$ cat src/rtl/seq_mult_param.sv
// Sequential shift-add multiplier, signed/unsigned per operation, WIDTH+2 cycle latency.
// Optional macro MULT_EARLY_TERM_EN: leave CALC as soon as the remaining multiplier bits are zero.
module seq_mult_param #(
  parameter  int WIDTH = 32,
  localparam int CNT_W = $clog2(WIDTH + 1)
) (
  input  logic               clock,
  input  logic               reset,
  input  logic               start,
  input  logic               signed_mode,
  input  logic [WIDTH-1:0]   mlier,
  input  logic [WIDTH-1:0]   mcand,
  output logic               busy,
  output logic               valid,
  output logic [2*WIDTH-1:0] prodt,
  output logic [1:0]         dbg_state
);

  // Handshake: start is sampled only while busy=0 (IDLE, including the valid cycle);
  // busy stays high until the cycle valid pulses for one cycle with the new prodt.
  typedef enum logic [1:0] {
    S_IDLE = 2'd0,
    S_CALC = 2'd1,
    S_FIX  = 2'd2
  } state_t;

  state_t             state_q, state_d;
  logic [2*WIDTH-1:0] acc_q, acc_d;
  logic [2*WIDTH-1:0] h_sft_q, h_sft_d;
  logic [WIDTH-1:0]   q_sft_q, q_sft_d;
  logic [CNT_W-1:0]   cnt_q, cnt_d;
  logic               neg_q, neg_d;
  logic               busy_q, busy_d;
  logic               valid_q, valid_d;
  logic [2*WIDTH-1:0] prodt_q, prodt_d;

  logic [WIDTH-1:0]   mlier_mag;
  logic [WIDTH-1:0]   mcand_mag;
  logic               calc_done;

  // Magnitude of the most negative value wraps to 2^(WIDTH-1), which is the correct unsigned magnitude.
  assign mlier_mag = (signed_mode && mlier[WIDTH-1]) ? (~mlier + WIDTH'(1)) : mlier;
  assign mcand_mag = (signed_mode && mcand[WIDTH-1]) ? (~mcand + WIDTH'(1)) : mcand;

  always_comb begin
    state_d   = state_q;
    acc_d     = acc_q;
    h_sft_d   = h_sft_q;
    q_sft_d   = q_sft_q;
    cnt_d     = cnt_q;
    neg_d     = neg_q;
    busy_d    = busy_q;
    valid_d   = 1'b0;
    prodt_d   = prodt_q;
    calc_done = 1'b0;
    case (state_q)
      S_IDLE: begin
        if (start) begin
          acc_d   = '0;
          h_sft_d = {{WIDTH{1'b0}}, mcand_mag};
          q_sft_d = mlier_mag;
          cnt_d   = '0;
          neg_d   = signed_mode & (mlier[WIDTH-1] ^ mcand[WIDTH-1]);
          busy_d  = 1'b1;
          state_d = S_CALC;
        end
      end
      S_CALC: begin
        if (q_sft_q[0]) acc_d = acc_q + h_sft_q;
        h_sft_d = h_sft_q << 1;
        q_sft_d = q_sft_q >> 1;
        cnt_d   = cnt_q + CNT_W'(1);
`ifdef MULT_EARLY_TERM_EN
        calc_done = (cnt_q == CNT_W'(WIDTH - 1)) || (q_sft_d == '0);
`else
        calc_done = (cnt_q == CNT_W'(WIDTH - 1));
`endif
        if (calc_done) state_d = S_FIX;
      end
      S_FIX: begin
        // A zero magnitude stays zero, so no negative-zero encoding can appear.
        prodt_d = (neg_q && (acc_q != '0)) ? (~acc_q + (2*WIDTH)'(1)) : acc_q;
        valid_d = 1'b1;
        busy_d  = 1'b0;
        state_d = S_IDLE;
      end
      default: state_d = S_IDLE;
    endcase
  end

  always_ff @(posedge clock or posedge reset) begin
    if (reset) begin
      state_q <= S_IDLE;
      acc_q   <= '0;
      h_sft_q <= '0;
      q_sft_q <= '0;
      cnt_q   <= '0;
      neg_q   <= 1'b0;
      busy_q  <= 1'b0;
      valid_q <= 1'b0;
      prodt_q <= '0;
    end else begin
      state_q <= state_d;
      acc_q   <= acc_d;
      h_sft_q <= h_sft_d;
      q_sft_q <= q_sft_d;
      cnt_q   <= cnt_d;
      neg_q   <= neg_d;
      busy_q  <= busy_d;
      valid_q <= valid_d;
      prodt_q <= prodt_d;
    end
  end

  assign busy      = busy_q;
  assign valid     = valid_q;
  assign prodt     = prodt_q;
  assign dbg_state = state_q;

endmodule

$ cat config.mk
export PLATFORM = sky130hd
export DESIGN_NAME = seq_mult_param
export DESIGN_NICKNAME = d
export VERILOG_FILES = /design/src/rtl/seq_mult_param.sv
export SDC_FILE = /design/constraint.sdc
export NUM_CORES = 1
export LEC_CHECK = 0
export BUFFER_PORTS_ARGS = -buffer_cell sky130_fd_sc_hd__buf_2
export CORE_ASPECT_RATIO = 1.25
export CORE_MARGIN = 2
export CORE_UTILIZATION = 30
export CTS_CLUSTER_SIZE = 25
export DETAILED_ROUTE_END_ITERATION = 8
export MAX_ROUTING_LAYER = met4
export PLACE_DENSITY = 0.55
export SYNTH_ARGS = -nofsm -noshare
export SYNTH_HDL_FRONTEND = slang
export SYNTH_SLANG_ARGS = --single-unit
$ cat constraint.sdc
create_clock -name clock -period 9.2 [get_ports clock]
set_input_delay 0.46 -clock clock [delete_from_list [all_inputs] [get_ports clock]]
set_output_delay 0.46 -clock clock [all_outputs]
set_load 0.01 [all_outputs]
After elaboration in Yosys (flattened, before gate mapping). Index checks and enable logic that the tools add are counted.

Memories: 0. Output and inout port bits: 68. Register bits: 235. Word-level logic and storage cells: 55. Bits in latches: 0. Input bits: 68. Bits in read-only memories: 0. RAM bits: 0.

Mux-type cells: 18. Bitwise gates (word level): 5. Reductions and logical operators: 12. Equal/unequal tests: 6. Magnitude comparators: 0. Divide/modulo/power cells: 0. Multipliers: 0. Add/sub/neg operators: 5. Shifts and indexed selects: 0.

Operators with widths (number): $mux 64 (4); $pmux 64 s2 (2); $mux 32 (3); $add 32x1->32 const B (2); $add 64x1->64 const B (1); $add 64x64->64 (1); $not 32->32 (2); $not 64->64 (1); $pmux 32 s2 (1); $reduce_bool 64->1 (1); $pmux 6 s2 (1); $reduce_and 2->1 (4); $add 6x1->6 const B (1); $eq 6x5->1 const B (1); $mux 6 (1); $ne 2x2->1 const B (3); $mux 2 (2); $pmux 2 s2 (1); $reduce_bool 2->1 (2); $logic_and 1x1->1 (3); $reduce_and 3->1 (1); $eq 2x1->1 const B (1); $eq 2x2->1 const B (1); $logic_not 2->1 (1); 4 further kinds (5).

Depth between registers and ports, before layout.
Depth in word-level cells: 5. Gate-level depth with buffers: 13. Mapped depth without buffers: 13.

Worst setup path after synthesis. Ideal clock, no wire load.

Path type: reg-to-reg. From: register acc_q[19]. To: register prodt_q[49] (netlist: prodt[49]). Required time: 9.070 ns. Path buffers: 1. Arrival: 2.984 ns. Period minus slack after synthesis: 3.114 ns. Setup time: 0.130 ns. Cell stages (with the launch flop): 12. Setup slack: 6.086 ns. Path through: dfrtp_1 -> or4_4 -> or4_4 -> nor4_4 -> nand3_2 -> nor4_2 -> nand2_2 -> o31a_4 -> buf_6 -> o21ai_0 -> xor2_1 -> o21ai_1.

Longest elaborated chain between the ends: 3. Elaborated cells on any way between the ends: 5. Those cells by class: 1 x add/sub; 1 x mux; 1 x bitwise; 2 x reduce/logical.

RTL lines: start: declaration (RTL line 28) `logic [2*WIDTH-1:0] acc_q, acc_d;`; start signal: assignment (RTL line 94) `acc_q <= '0;`; start signal: assignment (RTL line 104) `acc_q <= acc_d;`; $not 64->64 / $reduce_bool 64->1 (equally long branches) (RTL line 82) `prodt_d = (neg_q && (acc_q != '0)) ? (~acc_q + (2*WIDTH)'(1)) : acc_q;`; $add 64x1->64 / $logic_and 1x1->1 (equally long branches) (RTL line 82); $mux 64 (*) (RTL line 82); end signal: assignment (RTL line 111) `prodt_q <= prodt_d;`; end: declaration (RTL line 35) `logic [2*WIDTH-1:0] prodt_q, prodt_d;`.

Mark *: on every way between the ends. The rest lies on a longest branch, timed or not. A chain may end at the register's enable or synchronous reset.

Worst setup path in the final report.
From: register acc_q[2]. To: register prodt_q[20] (netlist: prodt[20]).

Same word-level chain as after synthesis.

==> key figures <==
GRT
  • Grt ovf: 0
  • Antenna violations before repair: 1
  • First-pass GRT wire length: 69.7 mm
  • Vias in the first global route: 12900
  • GRT Total Usage: about 17%
  • Largest net degree at the start of global routing: 112

CTS
  • CTS root buf: clkbuf_16
  • Post-CTS setup buffers: 0
  • # H-tree levels: 1
  • Worst-path clk slew: 60 ps
  • CTS resizes: 0
  • Clock sink count: 235
  • CTS max path bufs: 3
  • Cts hold-fix bufs: 0
  • Clock latency on the worst-skew pair: 550 ps
  • Num CTS Buffers: 25
  • CTS tree: yes

Finish
  • Area grow syn2layout: 13.4%
  • Ant diodes: 0
  • NumNets Final: 1984
  • Design Area, Final: 17000 sq um
  • Layout cells sized above 1: 10.9%

Timing
  • Final Setup Violations: 0
  • Fmax: 238 MHz
  • Rel. slew slack: approximately a quarter
  • Fin. Hold Viols: 0
  • Worst hold margin: about 17 ps
  • Final period utilization: 45.7%
  • Setup tns final: 0 ps
  • RSZ-0062 raised after global routing: no
  • Worst Tran Pin Value: 1100 ps
  • Crit path time final: 4200 ps
  • Worst clock skew: approximately 20 ps
  • Slew Limit Fails: 0
  • Final worst slack: 5000 ps

Die
  • Starting Density: a little under a third
  • Die height: ~250 microns
  • Core ar.: a little under 50000 sq um
  • # rows: 91
  • Die Span X: slightly above 200 microns
  • # IOs: about 140
  • Die area: between 50000 and 60000 sq um

Worst setup path
  • CP Launch Type: flop
  • Buffers plus inverters on the worst setup path: 0
  • CP max FO: 16
  • CP Capture Type: flop
  • Slowest stage cell, crit path: o31ai_4
  • WP data required: between 9000 and 10000 ps
  • Critical path's top delay family: simple AND/OR/NAND/NOR gates
  • Worst setup path class: flop to flop
  • Critical path's largest stage delay: 910 ps
  • CP cell instances: nor4_1 > nand3_1 > nor4_4 > nand3_2 > nor4_2 > nand2_2 > o31ai_4 > nor2_1 > xnor2_1 > o21ai_0
  • CP arrival: 4600 ps
  • Worst reg-to-reg setup slack: 5000 ps

Route
  • First-pass DRT Iterations: 5
  • Post-DRT Antenna Nets: 0
  • DRC: 0
  • Initial DRC Count: 762
  • Routed len/inst: 17.2 microns
  • Post-Route WL: around 43 mm
  • Drt via density: 5.18
  • Vias: 13000

Place
  • Placed cell area: 16200 sq um
  • Detailed Place HPWL: 32.1 mm
  • GP Congestion: 0.883
  • Setup WS pre-CTS: around 4900 ps
  • Port Buf Inserts: 135

Logic synthesis
  • Most frequent cell after synthesis: nand2_1
  • Synth area leaders: dfrtp_1 39%, o21ai_0 7.2%, nand2_1 7.1%
  • Number of synthesized flops with an enable pin: 0
  • Netlist cell types: 63
  • Post-Syn Area: roughly 15000 sq um
  • Seq cells post-synth: between 200 and 250
  • Mapped Nets: roughly 1900
  • Synth top cells by count: 282 x nand2_1, 235 x dfrtp_1, 214 x o21ai_0, 121 x a21oi_1, 95 x xor2_1
  • Area share of the largest cell type after synthesis: 39.3%
  • Post-Syn Instances: roughly 1800
  • YS warnings: 0
  • Ys flop type: dfrtp_1
  • Sequential fraction of the synthesis area: about 40%
  • Synth area leader: dfrtp_1
  • Share of flip-flops with an asynchronous set or reset: 100%
  • Syn_area_per_cell: 8.45 sq um

Run
  • Max cap viols: 0

Hold path
  • Worst hold path type: input pin to asynchronous set/reset pin

Pwr
  • Leak pwr: between 0.007 and 0.008 uW
  • Pwr Density: 302 nW/um^2
  • Max VDD drop: 0.000120 V

Outcome
  • Status: finished clean
worst reg2reg max path, cell delays in order (launching register included):
cell	delay, ps
dfrtp_1	450
nor4_1	690
nand3_1	450
nor4_4	450
nand3_2	210
nor4_2	260
nand2_2	200
o31ai_4	910
nor2_1	160
xnor2_1	180
o21ai_0	90
report_power, final:
group          switching, uW  leakage [uW]  total [uW]  internal, uW
Combinational           1460       0.00432        2410           957
Clock                    424      0.000386        1000           577
Sequential               362       0.00284        1700          1340
Total                   2240       0.00755        5120          2880
stage by stage:
step / std cells / power, uW / util [%]
detailed placement: 2472 / 4140 / 32.8
floorplan: 1771 / 3460 / -
finish: 2512 / 5120 / 34.4
global placement: 2472 / 4110 / 32.8
global route: 2512 / 5550 / 34.4
CTS: 2512 / 5170 / 34.4
area by class of cell:
class / count / area (sq um)
multi-input cells: 1400 / 8570
well taps: 651 / 815
fillers: 5218 / 32300
repair buffers: 148 / 773
flip-flops and latches: 235 / 5880
clock buffers: 37 / 741
clock inverters: 3 / 40.0
inverters: 38 / 150
worst paths after layout:
path                                start           to  depth (start not counted)
worst max-delay path             acc_q[2]    prodt[20]                         10
worst min-delay path                reset    prodt[20]                          2
worst max register to register   acc_q[2]    prodt[20]                         10
worst min register to register  prodt[45]    prodt[45]                          2
max in group asynchronous           reset   q_sft_q[8]                          4
min in group clock              mlier[31]  q_sft_q[31]                          3
routing by layer:
metal / up-vias / track usage (%) / routed length (microns) / share of wire (%)
li1: 6478 / - / - / -
met1: 6245 / 20.9 / 18800 / 44
met2: 241 / 30.0 / 21500 / 50
met3: 47 / 2.26 / 2030 / 4.7
met4: 0 / 4.57 / 935 / 2.2
met5: - / - / 0 / 0
layout by cell type, fill, tap and decap left out, types with 8 or more instances in the layout:
cell       Yosys  layout
buf_2          0     135
a22oi_1       59      59
clkbuf_16      0      25
nor2_1        90      87
buf_4          1      13
nand2_1      282     281
o31ai_1       27      27
nor3_1        27      27
nor4_1        16      16
inv_1         38      37
o21ai_1       33      33
or3_1         15      15
nand3_1       66      66
a21oi_1      121     121
dfrtp_1      235     235
ha_1          67      67
o21bai_1      14      14
nor2b_1        8       8
o21ai_0      214     214
a21o_1        34      34
o41ai_1       14      14
nand2b_1       9       9
xnor2_1       81      81
and2_1        10      10
a31oi_1        9       9
nand4_1       25      25
xor2_1        95      95
sequential cells by signal, indices dropped and copies added (netlist names):
signal,flops
acc_q,64
h_sft_q,64
cnt_q,6
neg_q,1
q_sft_q,32
valid,1
busy,1
dbg_state,2
prodt,64
cells by family after synthesis:
kind of cell / Yosys count / synth area share [%]
AOI/OAI and AO/OA: 574 / 23.1
DFF: 235 / 39.3
and+or+nand+nor: 579 / 17.7
muxes: 3 / 0.201
xor gates and xnor gates: 176 / 10.3
buffers and inverters: 136 / 3.64
adders and majority gates: 68 / 5.73
Power figures use the tool's default switching activity.
